`config.mk`:
```
export PLATFORM = sky130hd
export DESIGN_NAME = seq_chunk_adder
export DESIGN_NICKNAME = d
export VERILOG_FILES = /design/src/rtl/seq_chunk_adder.sv
export SDC_FILE = /design/constraint.sdc
export NUM_CORES = 1
export LEC_CHECK = 0
export BUFFER_PORTS_ARGS = -buffer_cell sky130_fd_sc_hd__buf_2
export CORE_UTILIZATION = 53
export DETAILED_ROUTE_END_ITERATION = 8
export GPL_ROUTABILITY_DRIVEN = 0
export GPL_TIMING_DRIVEN = 0
export PLACE_DENSITY = 0.78
export SLEW_MARGIN = 25
export SYNTH_ARGS = -nofsm -noshare
export SYNTH_HDL_FRONTEND = slang
export SYNTH_SLANG_ARGS = --single-unit
```
`constraint.sdc`:
```
create_clock -name clk -period 3 [get_ports clk]
set_input_delay 0.15 -clock clk [delete_from_list [all_inputs] [get_ports clk]]
set_output_delay 0.15 -clock clk [all_outputs]
set_load 0.02 [all_outputs]
```
`src/rtl/seq_chunk_adder.sv`:
```
// seq_chunk_adder: multi-cycle add/subtract. WIDTH-bit operands are summed
// CHUNK bits per clock through one CHUNK-bit ripple stage, with the carry
// held in a register between chunks. start/ready/done handshake.
module seq_chunk_adder #(
  parameter int WIDTH = 16,
  parameter int CHUNK = 4
) (
  input  logic             clk,
  input  logic             rst,
  input  logic             start,
  input  logic [WIDTH-1:0] a,
  input  logic [WIDTH-1:0] b,
  input  logic             cin,
  input  logic             sub,
  output logic             ready,
  output logic             done,
  output logic [WIDTH-1:0] sum,
  output logic             cout,
  output logic             ovf
);

  localparam int NCHUNK = WIDTH / CHUNK;
  localparam int IW     = (NCHUNK > 1) ? $clog2(NCHUNK) : 1;
  localparam logic [IW-1:0] LAST = IW'(NCHUNK - 1);

  typedef enum logic [1:0] {IDLE, RUN, DONE} state_t;

  state_t           state, state_nxt;
  logic [WIDTH-1:0] opa, opb;     // opb already inverted for subtract
  logic             carry;
  logic [IW-1:0]    idx;
  int               base;
  logic [CHUNK-1:0] ca, cb, s;
  logic             c;
  logic             last;

  // One CHUNK-bit ripple slice over the currently selected chunk
  always_comb begin
    base      = int'(idx) * CHUNK;
    ca        = opa[base +: CHUNK];
    cb        = opb[base +: CHUNK];
    {c, s}    = {1'b0, ca} + {1'b0, cb} + {{CHUNK{1'b0}}, carry};
    last      = (idx == LAST);
  end

  // State register; reset overrides everything
  always_ff @(posedge clk) begin
    if (rst) state <= IDLE;
    else     state <= state_nxt;
  end

  // Next-state and handshake outputs (both decoded from registered state)
  always_comb begin
    state_nxt = state;
    ready     = 1'b0;
    done      = 1'b0;
    case (state)
      IDLE: begin
        ready = 1'b1;
        if (start) state_nxt = RUN;
      end
      RUN:  if (last) state_nxt = DONE;
      DONE: begin
        done      = 1'b1;
        state_nxt = IDLE;
      end
      default: state_nxt = IDLE;
    endcase
  end

  // Operand capture, per-chunk accumulation and final flags
  always_ff @(posedge clk) begin
    if (rst) begin
      opa   <= '0;
      opb   <= '0;
      carry <= 1'b0;
      idx   <= '0;
      sum   <= '0;
      cout  <= 1'b0;
      ovf   <= 1'b0;
    end else begin
      case (state)
        IDLE: if (start) begin
          opa   <= a;
          opb   <= sub ? ~b : b;
          carry <= sub ? 1'b1 : cin;
          idx   <= '0;
        end
        RUN: begin
          sum[base +: CHUNK] <= s;
          carry              <= c;
          idx                <= last ? '0 : idx + IW'(1);
          if (last) begin
            cout <= c;
            // same-sign operands producing a result of the other sign
            ovf  <= (opa[WIDTH-1] == opb[WIDTH-1]) && (s[CHUNK-1] != opa[WIDTH-1]);
          end
        end
        default: ;
      endcase
    end
  end

endmodule

```
==> results.md <==
- Cell area after synthesis: between 0.002 and 0.003 mm²
- Worst min-delay path class: in -> reg
- Violated checks: DRC
- Area of the die: 0.00507 mm²
- Number of buffers added on ports: 54
- Endpoints failing setup: 0
- Routed via count divided by cell count: about 5.5
- Number of antenna violations at the first check in global routing: 0
- Setup repair after global routing missed its margin: no
- Fin Clk Skew: between 0.01 and 0.015 ns
- Most common cell after layout, fill and taps aside: buf_2
- Share of synthesized flip-flops with an asynchronous set or reset: 0%
- Die outline width: 71.2 µm
- Least-Margin Pin Slew: around 0.56 ns
- Max Root-Sink Buffers: 2
- Relative slew margins: between 60% and 70%
- Flop pwr share: between 50% and 60%
- Switching power summed over all nets: between 0.0004 and 0.0005 W
- Cell area reported after detailed placement: 0.00287 mm²
- FP Rows: 24
- Average wire per standard cell: around 15 µm
- Area of all placed cells without fillers: 0.00296 mm²
- Flip-flop and latch count after synthesis: between 50 and 60
- Outcome: complete, but fails checks
- Routed wire length: around 5600 µm
- First-pass GRT wire length: around 9500 µm
- Switch share: 28.4%
- Highest-count cells in the layout ignoring fill and taps: 59 x buf_2, 54 x dfxtp_1, 45 x nand2_1
- Total via count in the routed design: 2,112
- Final Net Count: 380
- Total count of max-transition violations in the final report: 0
- Max capacitance violation total: 0
- Net count after synthesis: ~320
- Count of yosys warnings during synthesis: 0
- Core outline area: around 0.0045 mm²
- Fraction of met3 tracks used by global routing: ~5%
- Share of the cycle needed by the critical path after routing: 94.9%
- Most used routing layer: met2
- Die Height: ~71 µm
- Setup slack after placement: -0.0959 ns
- CTS H-tree lvls: 2
- Setup crit end kind: flop
- Library cell with the largest summed area after synthesis: dfxtp_1
- CTS tree: built
- Number of design rule violations left after detail routing: 4
- Cell types with the largest area share after synthesis: dfxtp_1 43%, mux4_2 7.1%, nand2_1 6.7%
- Vias in the first global route: about 2,000
- Number of buffers created by CTS: 5
- Number of hold buffers added after cts: 0
- Crit path required time: 3.18 ns
- Number of synthesized flops with an enable pin: 0
- Root buffer selected by CTS: clkbuf_8
- Worst-path clk slew: approximately 0.1 ns
- Number of antenna repair diodes: 0
- Initial core utilization: a little under three fifths
- Worst Path Max Fanout: 10
- Maximum clock rate: 351 MHz
- Layout cells sized above 1: about a quarter
- Post-synth top flop: dfxtp_1
- Storage cell area: between 0.001 and 0.0015 mm²
- Filler Cell Count: 375
- Post-layout power: around 0.0015 W
- Count of mapped cells out of synthesis: roughly 270
- Comb pwr share: a little under a fifth
- Critical Path AT: just over 3 ns
- Overall fraction of global-route tracks in use: 24.6%
- Area fraction of the dominant cell type after synthesis: 43.4%
- Final Hold Vio Count: 0
- Startpoint kind of the worst setup timing path: flop
- Worst setup path class: reg -> reg
- Post-synthesis sequential area ratio: a little over two fifths
- Number of unique standard cell types used by synthesis: 36
- Worst voltage drop across the vdd grid: approximately 0.00026 V
- Multi-input gate area in the final layout: 0.00136 mm²
- M2 GR Usage: between 40% and 50%
- Drt first-iter violations: 135
- Later-pin clock latency in the skew report: 0.31 ns
- Setup ws final: 0.152 ns
- Top-Level Pins: between 50 and 60
- Overall overflow remaining after global route: 0
- Internal power: 0.00105 W
- Post-detail-place hpwl: between 4000 and 5000 µm
- Clock power share: between 20% and 30%
- Pwr/cell area: a little under 500 mW/mm²
- Number of iterations in the first detailed-routing pass: 6
- Maximum number of pins on one net before global-route repair: 16
- Area added between synthesis and finish: 16.9%
- Number of sinks driven by the clock tree: 55
- Met1 routing resource usage after global routing: between 30% and 40%
- Post-Syn Area per Cell: around 9.4 µm²
- Standby leakage power: approximately 1.2 nW
- Number of routed nets with antenna violations: 0
- Period minus WS final: 2.85 ns
what timing repair did:
action                                  4_1_cts  5_1_grt
setup buffers                                 0        0
gates cloned                                  0        0
endpoints found under the setup margin        6        7
resized for setup                             1        5
metal layers:
layer	routed length [µm]	vias to the layer above
met2	2770	53
met1	2560	994
li1	-	1059
met5	0	-
met3	233	6
met4	68	0
final timing paths:
check / startpoint / to / slack [ns] / cells after the start
worst max register to register: idx[0] / carry / 0.15 / 8
worst max-delay path: idx[0] / carry / 0.15 / 8
worst min-delay path: a[6] / opa[6] / 0.07 / 3
worst min register to register: sum[11] / sum[11] / 0.46 / 2
flip-flops by register name, summed over array words and instances, names as in the netlist:
register  count
opa          16
ovf           1
carry         1
opb          16
cout          1
sum          16
idx           2
state         2
layout make-up:
type                            instances  area share, %
Timing Repair Buffer                   54           9.12
Multi-Input combinational cell        197           45.8
Clock inverter                          1          0.253
Tap cell                               52           2.20
Sequential cell                        55           37.2
Inverter                                2          0.253
Buffer                                 17           2.91
Clock buffer                            5           2.32
power by group through the flow:
stage          logic (W)  clock network (W)  registers [W]
2_1_floorplan   0.000186                  0       0.000809
3_3_place_gp    0.000266                  0       0.000810
3_5_place_dp    0.000273                  0       0.000812
4_1_cts         0.000274           0.000394       0.000795
5_1_grt         0.000306           0.000421       0.000802
6_report        0.000276           0.000387       0.000796
synthesized netlist by cell type (4+ instances only):
| master | n |
|---|---|
| dfxtp_1 | 55 |
| nand2_1 | 45 |
| nor2_1 | 35 |
| a21oi_1 | 24 |
| a211oi_1 | 17 |
| xnor2_1 | 16 |
| a22oi_1 | 12 |
| ha_1 | 9 |
| clkbuf_1 | 8 |
| mux4_2 | 8 |
| buf_2 | 6 |
| or3b_1 | 4 |
stage by stage:
step | TNS, ns | hold slack [ns] | instances | utilization [%]
6_report | 0 | 0.0683 | 383 | 66.2
5_1_grt | 0 | 0.0705 | 383 | 66.2
4_1_cts | -0.00283 | 0.0626 | 383 | 65.9
3_5_place_dp | -0.373 | 0.396 | 377 | 64.2
3_3_place_gp | -0.139 | 0.393 | 377 | 64.2
2_1_floorplan | 0 | 0.286 | 271 | -
critical path, stage by stage (launching register included):
cell and delay [ns]:
dfxtp_2 0.42, buf_6 0.21, mux4_2 0.55, fa_1 0.44
fa_1 0.44, a21o_1 0.18, a21oi_1 0.25, o22a_1 0.17
a21oi_1 0.06
kinds of logic after synthesis:
logic type | share of synthesized area [%]
AOI/OAI and AO/OA | 15.5
xor gates and xnor gates | 5.87
adders and majority gates | 6.02
buffers and inverters | 3.40
DFF | 43.4
muxes | 7.50
and+or+nand+nor | 18.3
Note: power is estimated with default switching activity, not from simulation.
